### src/rtl/hub75_scan_driver_if.sv
// -----------------------------------------------------------------------------
// hub75_scan_driver_if
//
// Purpose: bundles the two buses the HUB75 scan driver sits between.
//   Pixel side (driver <-> game/action logic):
//     row, col           address of the pixel pair being shifted (driver out)
//     red_up..blue_up    colour of pixel (row, col)              (upstream out)
//     red_down..blue_down colour of pixel (row+16, col)          (upstream out)
//     blank_req          force the panel dark, scanning continues (upstream out)
//   Panel side (driver -> LED panel):
//     R0,G0,B0,R1,G1,B1  serial colour data, upper/lower half
//     LED_CLK            shift clock, panel samples on its rising edge
//     STB                row latch strobe, active-high
//     OE                 output enable, active-low (1 = blank)
//     sel_ABCD           row currently displayed
//     frame_done         one-clk pulse after row 15 has been latched
//
// Modports: master = the scan driver, slave = its surroundings
// (upstream pixel source plus the panel).
// -----------------------------------------------------------------------------
interface hub75_scan_driver_if;
    logic [3:0] row;
    logic [4:0] col;
    logic       red_up;
    logic       green_up;
    logic       blue_up;
    logic       red_down;
    logic       green_down;
    logic       blue_down;
    logic       blank_req;
    logic       R0;
    logic       G0;
    logic       B0;
    logic       R1;
    logic       G1;
    logic       B1;
    logic       LED_CLK;
    logic       STB;
    logic       OE;
    logic [3:0] sel_ABCD;
    logic       frame_done;

    modport master (
        output row, col,
        input  red_up, green_up, blue_up, red_down, green_down, blue_down,
        input  blank_req,
        output R0, G0, B0, R1, G1, B1,
        output LED_CLK, STB, OE, sel_ABCD, frame_done
    );

    modport slave (
        input  row, col,
        output red_up, green_up, blue_up, red_down, green_down, blue_down,
        output blank_req,
        input  R0, G0, B0, R1, G1, B1,
        input  LED_CLK, STB, OE, sel_ABCD, frame_done
    );
endinterface

### src/rtl/hub75_scan_driver.sv
// -----------------------------------------------------------------------------
// hub75_scan_driver
//
// Purpose: scans a 32x32 HUB75 panel as two 16-row halves in parallel. For each
// row it walks col 0..31, fetching the upper/lower pixel colours from upstream
// and shifting them into the panel, then blanks, latches the row with STB and
// holds it on display for ON_TIME cycles. The next row is shifted while the
// previously latched row is still lit.
//
// Ports:
//   clk    system clock
//   reset  asynchronous, active-high reset; restarts the scan at row 0, col 0
//   bus    hub75_scan_driver_if.master (pixel address/colour bus, blank_req,
//          panel pins R0..B1, LED_CLK, STB, OE, sel_ABCD, frame_done)
//
// Parameters:
//   CLK_DIV    clk cycles per LED_CLK half-period (2..255)
//   STB_WIDTH  clk cycles STB is held high per latch (1..15)
//   ON_TIME    clk cycles of display-only time after each latch (1..65535)
//
// Row period = 64*CLK_DIV + 1 + STB_WIDTH + ON_TIME clk.
// All panel pins are registered.
// -----------------------------------------------------------------------------
module hub75_scan_driver #(
    parameter int CLK_DIV   = 2,
    parameter int STB_WIDTH = 2,
    parameter int ON_TIME   = 64
) (
    input  logic                 clk,
    input  logic                 reset,
    hub75_scan_driver_if.master  bus
);

    typedef enum logic [2:0] {
        SHIFT_LO,
        SHIFT_HI,
        BLANK,
        LATCH,
        DISPLAY
    } state_t;

    // Terminal values of the per-state cycle counter.
    localparam logic [15:0] SHIFT_LAST = 16'(CLK_DIV - 1);
    localparam logic [15:0] STB_LAST   = 16'(STB_WIDTH - 1);
    localparam logic [15:0] ON_LAST    = 16'(ON_TIME - 1);

    state_t      state;
    logic [15:0] cnt;
    logic        shown;
    logic [3:0]  row_q;
    logic [4:0]  col_q;
    logic [3:0]  sel_q;
    logic [5:0]  rgb_q;
    logic        led_clk_q;
    logic        stb_q;
    logic        oe_q;
    logic        frame_done_q;

    // Panel is dark while blanking/latching, before any row has ever been
    // latched (the shift registers hold garbage), or on upstream request.
    function automatic logic oe_level(input state_t st, input logic sh,
                                      input logic blk);
        oe_level = (st == BLANK) || (st == LATCH) || !sh || blk;
    endfunction

    always_ff @(posedge clk or posedge reset) begin
        if (reset) begin
            state        <= SHIFT_LO;
            cnt          <= 16'd0;
            shown        <= 1'b0;
            row_q        <= 4'd0;
            col_q        <= 5'd0;
            sel_q        <= 4'd0;
            rgb_q        <= 6'd0;
            led_clk_q    <= 1'b0;
            stb_q        <= 1'b0;
            oe_q         <= 1'b1;
            frame_done_q <= 1'b0;
        end else begin
            cnt          <= cnt + 16'd1;
            frame_done_q <= 1'b0;
            oe_q         <= oe_level(state, shown, bus.blank_req);

            case (state)
                SHIFT_LO: begin
                    // The address changed on entry; upstream has had one clk
                    // to respond, so sample at the end of the first cycle.
                    // Data then leads the LED_CLK rise by CLK_DIV-1 clk.
                    if (cnt == 16'd0) begin
                        rgb_q <= {bus.red_up, bus.green_up, bus.blue_up,
                                  bus.red_down, bus.green_down, bus.blue_down};
                    end
                    if (cnt == SHIFT_LAST) begin
                        state     <= SHIFT_HI;
                        cnt       <= 16'd0;
                        led_clk_q <= 1'b1;
                        oe_q      <= oe_level(SHIFT_HI, shown, bus.blank_req);
                    end
                end

                SHIFT_HI: begin
                    if (cnt == SHIFT_LAST) begin
                        cnt       <= 16'd0;
                        led_clk_q <= 1'b0;
                        // 5-bit col wraps 31 -> 0 on its own.
                        col_q     <= col_q + 5'd1;
                        if (col_q == 5'd31) begin
                            state <= BLANK;
                            oe_q  <= oe_level(BLANK, shown, bus.blank_req);
                        end else begin
                            state <= SHIFT_LO;
                            oe_q  <= oe_level(SHIFT_LO, shown, bus.blank_req);
                        end
                    end
                end

                BLANK: begin
                    state <= LATCH;
                    cnt   <= 16'd0;
                    stb_q <= 1'b1;
                    sel_q <= row_q;
                    oe_q  <= oe_level(LATCH, shown, bus.blank_req);
                end

                LATCH: begin
                    if (cnt == STB_LAST) begin
                        state        <= DISPLAY;
                        cnt          <= 16'd0;
                        stb_q        <= 1'b0;
                        shown        <= 1'b1;
                        row_q        <= row_q + 4'd1;
                        frame_done_q <= (row_q == 4'd15);
                        oe_q         <= oe_level(DISPLAY, 1'b1, bus.blank_req);
                    end
                end

                DISPLAY: begin
                    if (cnt == ON_LAST) begin
                        state <= SHIFT_LO;
                        cnt   <= 16'd0;
                        oe_q  <= oe_level(SHIFT_LO, shown, bus.blank_req);
                    end
                end

                default: begin
                    state     <= SHIFT_LO;
                    cnt       <= 16'd0;
                    led_clk_q <= 1'b0;
                    stb_q     <= 1'b0;
                end
            endcase
        end
    end

    assign bus.row        = row_q;
    assign bus.col        = col_q;
    assign bus.R0         = rgb_q[5];
    assign bus.G0         = rgb_q[4];
    assign bus.B0         = rgb_q[3];
    assign bus.R1         = rgb_q[2];
    assign bus.G1         = rgb_q[1];
    assign bus.B1         = rgb_q[0];
    assign bus.LED_CLK    = led_clk_q;
    assign bus.STB        = stb_q;
    assign bus.OE         = oe_q;
    assign bus.sel_ABCD   = sel_q;
    assign bus.frame_done = frame_done_q;

endmodule

### src/flat_wrapper.sv
// flat-port wrapper written by rule: the top's interface ports become plain ports
module hub75_scan_driver_flat 
#(
    parameter int CLK_DIV   = 2,
    parameter int STB_WIDTH = 2,
    parameter int ON_TIME   = 64
)
  (clk, reset, bus_row, bus_col, bus_red_up, bus_green_up, bus_blue_up, bus_red_down, bus_green_down, bus_blue_down, bus_blank_req, bus_R0, bus_G0, bus_B0, bus_R1, bus_G1, bus_B1, bus_LED_CLK, bus_STB, bus_OE, bus_sel_ABCD, bus_frame_done);
  hub75_scan_driver_if bus_i ();
  input  logic clk;
  input  logic reset;
  output wire logic [$bits(bus_i.row)-1:0] bus_row;
  output wire logic [$bits(bus_i.col)-1:0] bus_col;
  input wire logic [$bits(bus_i.red_up)-1:0] bus_red_up;
  input wire logic [$bits(bus_i.green_up)-1:0] bus_green_up;
  input wire logic [$bits(bus_i.blue_up)-1:0] bus_blue_up;
  input wire logic [$bits(bus_i.red_down)-1:0] bus_red_down;
  input wire logic [$bits(bus_i.green_down)-1:0] bus_green_down;
  input wire logic [$bits(bus_i.blue_down)-1:0] bus_blue_down;
  input wire logic [$bits(bus_i.blank_req)-1:0] bus_blank_req;
  output wire logic [$bits(bus_i.R0)-1:0] bus_R0;
  output wire logic [$bits(bus_i.G0)-1:0] bus_G0;
  output wire logic [$bits(bus_i.B0)-1:0] bus_B0;
  output wire logic [$bits(bus_i.R1)-1:0] bus_R1;
  output wire logic [$bits(bus_i.G1)-1:0] bus_G1;
  output wire logic [$bits(bus_i.B1)-1:0] bus_B1;
  output wire logic [$bits(bus_i.LED_CLK)-1:0] bus_LED_CLK;
  output wire logic [$bits(bus_i.STB)-1:0] bus_STB;
  output wire logic [$bits(bus_i.OE)-1:0] bus_OE;
  output wire logic [$bits(bus_i.sel_ABCD)-1:0] bus_sel_ABCD;
  output wire logic [$bits(bus_i.frame_done)-1:0] bus_frame_done;
  assign bus_row = bus_i.row;
  assign bus_col = bus_i.col;
  assign bus_i.red_up = bus_red_up;
  assign bus_i.green_up = bus_green_up;
  assign bus_i.blue_up = bus_blue_up;
  assign bus_i.red_down = bus_red_down;
  assign bus_i.green_down = bus_green_down;
  assign bus_i.blue_down = bus_blue_down;
  assign bus_i.blank_req = bus_blank_req;
  assign bus_R0 = bus_i.R0;
  assign bus_G0 = bus_i.G0;
  assign bus_B0 = bus_i.B0;
  assign bus_R1 = bus_i.R1;
  assign bus_G1 = bus_i.G1;
  assign bus_B1 = bus_i.B1;
  assign bus_LED_CLK = bus_i.LED_CLK;
  assign bus_STB = bus_i.STB;
  assign bus_OE = bus_i.OE;
  assign bus_sel_ABCD = bus_i.sel_ABCD;
  assign bus_frame_done = bus_i.frame_done;
  hub75_scan_driver #(.CLK_DIV(CLK_DIV), .STB_WIDTH(STB_WIDTH), .ON_TIME(ON_TIME)) u_core (.clk(clk), .reset(reset), .bus(bus_i));
endmodule
### config.mk
export PLATFORM = sky130hd
export DESIGN_NAME = hub75_scan_driver_flat
export DESIGN_NICKNAME = d
export VERILOG_FILES = /design/src/rtl/hub75_scan_driver_if.sv /design/src/rtl/hub75_scan_driver.sv /design/src/flat_wrapper.sv
export SDC_FILE = /design/constraint.sdc
export NUM_CORES = 1
export LEC_CHECK = 0
export ABC_AREA = 1
export CAP_MARGIN = 25
export CORE_MARGIN = 2
export CORE_UTILIZATION = 40
export DETAILED_ROUTE_END_ITERATION = 7
export PLACE_DENSITY = 0.72
export SYNTH_ARGS = -nofsm -noshare
export SYNTH_HDL_FRONTEND = slang
export SYNTH_SLANG_ARGS = --single-unit
### constraint.sdc
create_clock -name clk -period 1.67 [get_ports clk]
set_input_delay 0.167 -clock clk [delete_from_list [all_inputs] [get_ports clk]]
set_output_delay 0.167 -clock clk [all_outputs]
set_load 0.05 [all_outputs]
== After elaboration in Yosys (flattened, before gate mapping) ==
Cells that the tools add are included.
Storage, ports and cells
  flip-flop bits (word level): 43
  word-level logic and storage cells: 65
  output and inout port bits: 23
  input port bits: 9
Cells by class
  multiplexer cells: 21
  equality and inequality tests: 12
  bitwise logic cells: 2
  add/sub/neg operators: 3
  reductions and logical operators: 16
Operators with widths (count)
  two-way mux 16 bit: 2
  case mux 16 bit (2 select lines): 1
  adder 16 x 1 -> 16 bit (second input constant): 1
  == test 16 x 1 -> 1 bit (second input constant): 1
  == test 16 x 6 -> 1 bit (second input constant): 1
  logical NOT 16 bit: 1
  case mux 3 bit (5 select lines): 1
  two-way mux 3 bit: 4
  two-way mux 1 bit: 9
  OR reduction 3 bit: 3
  AND reduction 2 bit: 4
  == test 3 x 2 -> 1 bit (second input constant): 2
  inequality test 2 x 1 -> 1 bit (second input constant): 3
  case mux 1 bit (3 select lines): 2
  adder 5 x 1 -> 5 bit (second input constant): 1
  == test 5 bit (second input constant): 1
  case mux 1 bit (5 select lines): 1
  adder 4 x 1 -> 4 bit (second input constant): 1
  == test 4 bit (second input constant): 1
  logical OR 1 bit: 4
  AND reduction 4 bit: 1
  == test 3 x 1 -> 1 bit (second input constant): 1
  == test 3 bit (second input constant): 1
  logical NOT 3 bit: 1
  other kinds (5): 6

== Depth between registers and ports, before layout ==
Gate-level depths: netlist of the first run.
  depth in word-level cells: 6
  mapped depth: 10
  gate-level depth less buffers: 9

== Worst setup path before layout of the first run ==
OpenSTA, ideal clock, no wires.
  path kind: register to register
  start point: reg u_core.col_q[0], in the netlist u_core.bus.col[0]
  end point: reg u_core.col_q[4], in the netlist u_core.bus.col[4]
  arrival time: 1.397 ns
  stages on the path, launching flop included: 7
  data required time: 1.551 ns
  library setup time: 0.119 ns
  path buffers: 0
  setup slack: 0.153 ns
  period minus slack after synthesis: 1.517 ns
  path through: dfrtp_1 -> ha_1 -> nand2_1 -> nor2_1 -> ha_1 -> nand2_1 -> nand2_1
Between the ends
  cells in the longest elaborated chain, start to end: 1
Ends and longest elaborated chain
  start, declared: RTL line hub75_scan_driver.sv:51  | logic [4:0] col_q;
  start signal, assigned: RTL line hub75_scan_driver.sv:106  | col_q <= col_q + 5'd1;
  adder 5 x 1 -> 5 bit: RTL line hub75_scan_driver.sv:106
No other way between the ends.
A chain may end at the register's enable or synchronous reset.

== Final worst setup path of the first run ==
  start point: reg u_core.rgb_q[0]
  end point: out bus_B1
RTL lines
  start, declared: RTL line hub75_scan_driver.sv:53  | logic [5:0] rgb_q;
  start signal, assigned: RTL line hub75_scan_driver.sv:90  | rgb_q <= {bus.red_up, bus.green_up, bus.blue_up,
  end, declared: RTL line flat_wrapper.sv:26  | output wire logic [$bits(bus_i.B1)-1:0] bus_B1;
No word-level cell between the ends.

==> flow_summary.rst, run 1 <==
.. list-table::
   :header-rows: 1

   * - Metric
     - Value
   * - Core region area
     - 5507 sq um
   * - Congestion Overflow GR
     - 0
   * - Most frequent cell after synthesis
     - sky130_fd_sc_hd__nand2_1
   * - Routed wire per std cell
     - 11.18 um
   * - Power Total
     - 1839 uW
   * - CP Data Required Time
     - 1.50 ns
   * - Number of standard cells in the layout, taps in and fillers out
     - 407
   * - TritonCTS clock tree
     - done
   * - Final Hold Violating Endpoints
     - 0
   * - Die outline height
     - 79.37 um
   * - Async set-reset flop share out of synthesis
     - 100.0%
   * - Synth top area share
     - 46.26%
   * - Critical path endpoint category
     - output pin
   * - Max incr delay on CP
     - 0.81 ns
   * - Transition time at the pin with the least slew margin
     - 0.5185 ns
   * - Worst slew margin
     - 65.38%
   * - Maximum level of the CTS H-tree
     - 2
   * - Fraction of power consumed by sequential logic
     - 57.2%
   * - Fmax
     - 615.4 MHz
   * - Final period util
     - 97.31%
   * - Post-route DRC
     - 0
   * - Overall die width
     - 79.37 um
   * - Cell count after synthesis
     - 286
   * - Via count
     - 1859
   * - Portion of the post-synthesis area used by sequential elements
     - 47.41%
   * - Path class of the lowest-slack min-delay path
     - input port to async pin
   * - Power density of the placed cells
     - 642.3 nW/um^2
   * - Proportion of power drawn by combinational gates
     - 5.3%
   * - Sw Share
     - 24.70%
   * - Internal Dissipation
     - 1385 uW
   * - Number of warning messages in the yosys log
     - 0
   * - Placed insts
     - 397
   * - Post-Synth Simple-Gate Area
     - 32.76%
   * - Result of the run
     - complete, no violations
   * - Number of synthesized flops with an enable pin
     - 0
   * - DRC violation total after the first TritonRoute iteration
     - 113
   * - Syn Nets
     - 301
   * - Number of max-cap violations
     - 0
   * - Ports
     - 32
   * - Vias in the first global route
     - 1769
   * - Final count of negative-setup-slack endpoints
     - 0
   * - Post-synthesis mux area share
     - 0%
   * - Share of cells above drive strength 1
     - 17.61%
   * - Maximum buffer depth of the clock tree
     - 2
   * - Count of buffers from port buffering
     - 31
   * - Final critical path time including I/O delays and setup
     - 1.625 ns
   * - Most instantiated cells after synthesis
     - sky130_fd_sc_hd__nand2_1, sky130_fd_sc_hd__nor2_1, sky130_fd_sc_hd__dfrtp_1, sky130_fd_sc_hd__inv_1, sky130_fd_sc_hd__nand3_1
   * - Post-synthesis xor/xnor area fraction
     - 4.626%
   * - Antenna diodes
     - 0
   * - Number of fill cells in the layout
     - 505
   * - Unrepaired setup endpoints after global routing
     - false
   * - Fin Clk Skew
     - 0.005526 ns
   * - Category of the critical setup timing path
     - flip-flop to output pin
   * - Latest clock arrival within the worst-skew pair
     - 0.30 ns
   * - Critical path, cell by cell
     - clkdlybuf4s50_1
   * - Overall routing resource usage
     - 16.12%
   * - Switching power total
     - 454.2 uW
   * - Endpoint arrival time on the critical path
     - 1.46 ns
   * - Via/cell ratio
     - 4.568
   * - Clock Tree Root
     - sky130_fd_sc_hd__clkbuf_8
   * - Adder-cell share of the synthesized area
     - 3.304%
   * - Wire length of the first global-routing pass
     - 7997 um
   * - Cell taking the most area after synthesis
     - sky130_fd_sc_hd__dfrtp_1
   * - Crit-path max FO
     - 2
   * - Unique cell type count in the Yosys netlist
     - 29
   * - Final Max Tran Viols
     - 0
   * - Post-layout net count
     - 349
   * - Compound-gate portion of the synthesized area
     - 4.570%
   * - Cell Rows
     - 27
   * - Antenna Violating Nets Remaining
     - 0
   * - Worst path slowest cell
     - sky130_fd_sc_hd__clkdlybuf4s50_1
   * - Synthesized area per cell
     - 7.945 sq um
   * - Placed wire-length estimate after detailed placement
     - 3406 um
   * - Worst Setup Start Kind
     - flip-flop
   * - Family with the most delay on the worst path
     - buffers and inverters
   * - Die area
     - 6300 sq um
   * - Yosys reg bits
     - 43
   * - Leakage dissipation
     - 0.001501 uW
   * - Max VDD drop
     - 446.4 uV
   * - Number of buffers and inverters on the critical path
     - 1
   * - Netlist Area Pre-Place
     - 2272 sq um
   * - Gp weighted congestion
     - 0.8091
   * - TritonCTS buffer count
     - 5
   * - Initial antenna violation count
     - 0
   * - Drt total wl
     - 4552 um
   * - Top cells by area, synth
     - sky130_fd_sc_hd__dfrtp_1, sky130_fd_sc_hd__nand2_1, sky130_fd_sc_hd__nor2_1
   * - Layout-stage area growth over the synthesis result
     - 25.99%
   * - Largest net degree at the start of global routing
     - 44
   * - Proportion of power drawn by the clock network
     - 37.5%
   * - CTS sink cnt
     - 43
   * - Number of iterations in the first detailed-routing pass
     - 4
   * - Setup_tns
     - 0 ns
   * - Reg clk slew, reported paths
     - 0.09 ns
   * - Initial Util
     - 41.26%
   * - Most used flip-flop cell after synthesis
     - sky130_fd_sc_hd__dfrtp_1
   * - Largest family of logic cells by synthesized area
     - simple AND/OR/NAND/NOR gates
## layout make-up
| class | count | area [sq um] | area share [%] |
|---|---|---|---|
| clock inverter | 3 | 23.77 | 0.8304 |
| inverter | 40 | 150.1 | 5.245 |
| timing repair buffer | 43 | 412.9 | 14.42 |
| sequential | 43 | 1079 | 37.67 |
| clock buffer | 5 | 68.82 | 2.404 |
| tap | 72 | 90.09 | 3.147 |
| multi-input combinational | 201 | 1039 | 36.28 |
## per-layer routing
metal / vias up / track usage [%] / share of wire [%]
met5: - / 0 / 0
met4: 0 / 6.552 / 1.4
met3: 6 / 3.959 / 3.9
met2: 30 / 26.10 / 50
met1: 850 / 20.71 / 45
li1: 973 / - / -
## kinds of logic (layout without fill, tap and decap cells)
kind of cell	count (synthesis)	in the layout
simple gates	166	166
flops	43	43
buf+inv	42	91
compound gates	17	17
xor+xnor	12	12
fa+ha+maj	6	6
## what timing repair did
| item | 4_1_cts | 5_1_grt |
|---|---|---|
| hold buffers | 0 | 0 |
| buffers inserted | 0 | 2 |
| gates resized for setup | 0 | 10 |
| endpoints found under the setup margin | 0 | 22 |
## power by group through the flow
stage / sequential, uW / combinational (uW) / clock, uW
CTS: 1050 / 101 / 707
global placement: 1070 / 99.3 / 0
floorplan: 1100 / 25.7 / 0
finish: 1050 / 97.2 / 690
detailed placement: 1070 / 100 / 0
global route: 1050 / 107 / 765
## registers in the layout, summed over array words and instances (netlist names)
signal / count
u_core.bus.LED_CLK: 1
u_core.bus.OE: 1
u_core.bus.STB: 1
u_core.bus.col: 5
u_core.bus.frame_done: 1
u_core.bus.row: 4
u_core.bus.sel_ABCD: 4
u_core.cnt: 16
u_core.rgb_q: 6
u_core.shown: 1
u_core.state: 3
## worst paths after layout
path                                  from               to  slack, ns  depth (start not counted)
hold reg to reg               u_core.shown     u_core.shown       0.46                          2
setup / recovery           u_core.rgb_q[0]           bus_B1       0.04                          1
hold / removal                       reset  u_core.rgb_q[5]       0.22                          3
min in group clk              bus_red_down  u_core.rgb_q[2]       0.44                          3
max in group asynchronous            reset    u_core.bus.OE       1.19                          3
setup reg to reg             u_core.cnt[1]    u_core.cnt[9]       0.12                         10
## per-stage QoR
step	util, %	hold slack [ns]	instance area (sq um)	setup WS, ns
final	51.99	0.2212	2863	0.04496
after global routing	51.99	0.2321	2863	0.002965
after CTS	51.19	0.2302	2819	0.01134
after detailed placement	49.51	0.4408	2726	0.1008
after global placement	49.51	0.4372	2726	0.1611
after floorplan	-	0.3010	2272	0.1532
## cells in the final DEF (no fill, tap or decap), drive strengths merged, types with 2 or more instances in the layout
cell           instances
nand2                 84
nor2                  58
dfrtp                 42
inv                   40
buf                   24
nand3                 17
clkdlybuf4s50         12
o21ai                 10
xor2                   8
dlymetal6s2s           7
ha                     6
clkbuf                 5
xnor2                  4
o21bai                 3
nor3                   3
nand4                  2
clkinvlp               2
(Power assumes the default switching activity.)
==> run 2, diff against run 1 <==
--- a/config.mk
+++ b/config.mk
@@ -5,7 +5,7 @@
 export SDC_FILE = /design/constraint.sdc
 export NUM_CORES = 1
 export LEC_CHECK = 0
-export ABC_AREA = 1
+export ABC_AREA = 0
 export CAP_MARGIN = 25
 export CORE_MARGIN = 2
 export CORE_UTILIZATION = 40
==> flow_summary.rst, run 2 <==
.. list-table::
   :header-rows: 1

   * - Metric
     - Value
   * - Result of the run
     - complete, but fails checks
   * - Reg-to-Reg Start
     - u_core.cnt[14]
   * - Worst setup slack before clock tree synthesis
     - -0.4772 ns
   * - Synthesized area per cell
     - 11.08 sq um
   * - Fin Clk Skew
     - 0.01236 ns
   * - Switching power total
     - 413.5 uW
   * - Final count of negative-setup-slack endpoints
     - 39
   * - Antenna diodes
     - 0
   * - Most used flip-flop cell after synthesis
     - sky130_fd_sc_hd__dfrtp_1
   * - Clock Tree Root
     - sky130_fd_sc_hd__clkbuf_8
   * - Maximum buffer depth of the clock tree
     - 2
   * - Post-layout net count
     - 270
   * - Transition time at the pin with the least slew margin
     - 0.5094 ns
   * - TritonCTS buffer count
     - 5
   * - Gp weighted congestion
     - 0.7559
   * - Worst hold slack across all endpoints
     - 0.1417 ns
   * - Overall routing resource usage
     - 16.43%
   * - Most frequent cell after synthesis
     - sky130_fd_sc_hd__dfrtp_1
   * - Number of iterations in the first detailed-routing pass
     - 4
   * - Layout-stage area growth over the synthesis result
     - 43.47%
   * - Synth top area share
     - 51.28%
   * - Antenna Violating Nets Remaining
     - 0
   * - R2R Path End
     - u_core.rgb_q[0]
   * - Number of synthesized flops with an enable pin
     - 0
   * - Leakage dissipation
     - 0.001364 uW
   * - Proportion of power drawn by combinational gates
     - 4.9%
   * - Final period util
     - 129.2%
   * - TritonCTS clock tree
     - done
   * - Number of warning messages in the yosys log
     - 0
   * - Internal Dissipation
     - 1575 uW
   * - Area of all placed cells without fillers
     - 2940 sq um
   * - Portion of the post-synthesis area used by sequential elements
     - 52.56%
   * - Fmax
     - 463.6 MHz
   * - Routed wire per std cell
     - 12.95 um
   * - Final Max Tran Viols
     - 0
   * - Overall die width
     - 75.58 um
   * - Initial antenna violation count
     - 0
   * - Top cells by area, synth
     - sky130_fd_sc_hd__dfrtp_1, sky130_fd_sc_hd__xnor2_1, sky130_fd_sc_hd__mux2_2
   * - Share of cells above drive strength 1
     - 34.77%
   * - Syn Nets
     - 200
   * - DRC violation total after the first TritonRoute iteration
     - 58
   * - Final Hold Violating Endpoints
     - 0
   * - Unique cell type count in the Yosys netlist
     - 35
   * - CP Data Required Time
     - 1.85 ns
   * - Die area
     - 5712 sq um
   * - Via/cell ratio
     - 4.847
   * - Ports
     - 32
   * - Die outline height
     - 75.58 um
   * - Worst Setup Start Kind
     - flip-flop
   * - Latest clock arrival within the worst-skew pair
     - 0.30 ns
   * - Number of fill cells in the layout
     - 436
   * - CTS sink cnt
     - 43
   * - Cell Rows
     - 26
   * - Maximum level of the CTS H-tree
     - 2
   * - Power Total
     - 1988 uW
   * - Multi-input gate area
     - 1013 sq um
   * - Cell count after synthesis
     - 185
   * - Reg clk slew, reported paths
     - 0.08 ns
   * - Fraction of power consumed by sequential logic
     - 52.9%
   * - Most frequent standard cell in the layout excluding fill and tap cells
     - sky130_fd_sc_hd__buf_4
   * - Leading cell types in the layout, fill and taps excluded
     - sky130_fd_sc_hd__buf_4, sky130_fd_sc_hd__dfrtp_1, sky130_fd_sc_hd__nor2_1, sky130_fd_sc_hd__xnor2_1, sky130_fd_sc_hd__clkdlybuf4s50_1
   * - Most instantiated cells after synthesis
     - sky130_fd_sc_hd__dfrtp_1, sky130_fd_sc_hd__nor2_1, sky130_fd_sc_hd__xnor2_1, sky130_fd_sc_hd__mux2_2, sky130_fd_sc_hd__inv_1
   * - Count of buffers from port buffering
     - 31
   * - Netlist Area Pre-Place
     - 2049 sq um
   * - Category of the critical setup timing path
     - flip-flop to flip-flop
   * - Final critical path time including I/O delays and setup
     - 2.157 ns
   * - Path class of the lowest-slack min-delay path
     - input port to async pin
   * - Initial Util
     - 40.91%
   * - Cell taking the most area after synthesis
     - sky130_fd_sc_hd__dfrtp_1
   * - Area taken by flip-flops and latches
     - 1077 sq um
   * - Wire length of the first global-routing pass
     - 7079 um
   * - Post-route DRC
     - 0
   * - Failing checks
     - negative setup slack
   * - Post-detailed-placement cell area
     - 2704 sq um
   * - Register ranked first by flip-flop count
     - u_core.cnt
   * - Congestion Overflow GR
     - 0
   * - Sw Share
     - 20.80%
   * - Via count
     - 1580
   * - Endpoint arrival time on the critical path
     - 2.34 ns
   * - Worst slew margin
     - 65.83%
   * - Critical path endpoint category
     - flip-flop
   * - Depth of the worst register-to-register path
     - 4
   * - Core region area
     - 5010 sq um
   * - Number of flip-flops in the largest register
     - 16
   * - Vias in the first global route
     - 1545
   * - Placed wire-length estimate after detailed placement
     - 3069 um
   * - Proportion of power drawn by the clock network
     - 42.1%
   * - Yosys reg bits
     - 43
   * - Max VDD drop
     - 388.3 uV
   * - Number of max-cap violations
     - 0
   * - Worst setup slack for register-to-register paths
     - -0.49 ns
   * - Largest net degree at the start of global routing
     - 19
   * - Power density of the placed cells
     - 676.2 nW/um^2
   * - Async set-reset flop share out of synthesis
     - 100.0%
   * - Drt total wl
     - 4222 um
   * - Hold-fix buffers at CTS
     - 0
   * - Setup WS post-layout
     - -0.4871 ns
   * - Unrepaired setup endpoints after global routing
     - true
   * - Crit-path max FO
     - 6
   * - Setup_tns
     - -13.84 ns
run 2: per-layer routing:
layer,share of wire [%],up-vias,global-route usage (%)
met5,0,-,0
met3,2.6,7,4.497
met1,45,773,21.24
met4,1.7,0,5.263
met2,51,17,26.86
li1,-,783,-
run 2: worst max path at each step:
stage               slack (ns)  cells after the start              end            from
finish                   -0.49                      4  u_core.rgb_q[0]  u_core.cnt[14]
global placement         -0.45                      4  u_core.rgb_q[0]  u_core.cnt[14]
global route             -0.54                      4  u_core.rgb_q[0]  u_core.cnt[14]
floorplan                -0.52                      5    u_core.cnt[0]  u_core.cnt[14]
CTS                      -0.49                      4  u_core.rgb_q[0]  u_core.cnt[14]
detailed placement       -0.48                      4  u_core.rgb_q[0]  u_core.cnt[14]
run 2: kinds of logic after synthesis:
kind of cell    after synthesis  synth area share (%)
compound gates               11                 4.762
fa+ha+maj                     6                 3.663
flops                        43                 52.56
mux                          14                 7.631
xor+xnor                     20                 8.547
buf+inv                      16                 3.296
simple gates                 75                 19.54
run 2: final cells by class:
cell class              instances  area share (%)
clock buffers                   6           2.809
clock inverters                 2           1.191
inverters                      11           1.404
multi-input cells             126           34.47
flip-flops and latches         43           36.64
well taps                      70           2.979
repair buffers                 68           20.51
run 2: power groups by stage:
stage	Clock [uW]	Sequential, uW	Combinational [uW]
floorplan	0	1100	25.2
global placement	0	1070	100
detailed placement	0	1070	101
CTS	855	1050	101
global route	889	1050	106
finish	838	1050	98.3
run 2: metrics by stage:
step / utilization (%) / instances
after global routing: 58.69 / 326
final: 58.69 / 326
after CTS: 58.42 / 326
after detailed placement: 53.97 / 317
after global placement: 53.97 / 317
after floorplan: - / 185
run 2: what timing repair did:
item / in CTS / in global routing
gates resized for setup: 19 / 4
endpoints found under the setup margin: 39 / 42
cloned: 0 / 0
pin swaps: 5 / 4
setup buffers: 1 / 0
run 2: worst max-delay path, stage by stage, from the launching register on:
cell and delay, ns:
sky130_fd_sc_hd__dfrtp_1 0.38, sky130_fd_sc_hd__or4_4 0.53, sky130_fd_sc_hd__or4_4 0.54, sky130_fd_sc_hd__nor2_4 0.23, sky130_fd_sc_hd__mux2_2 0.36
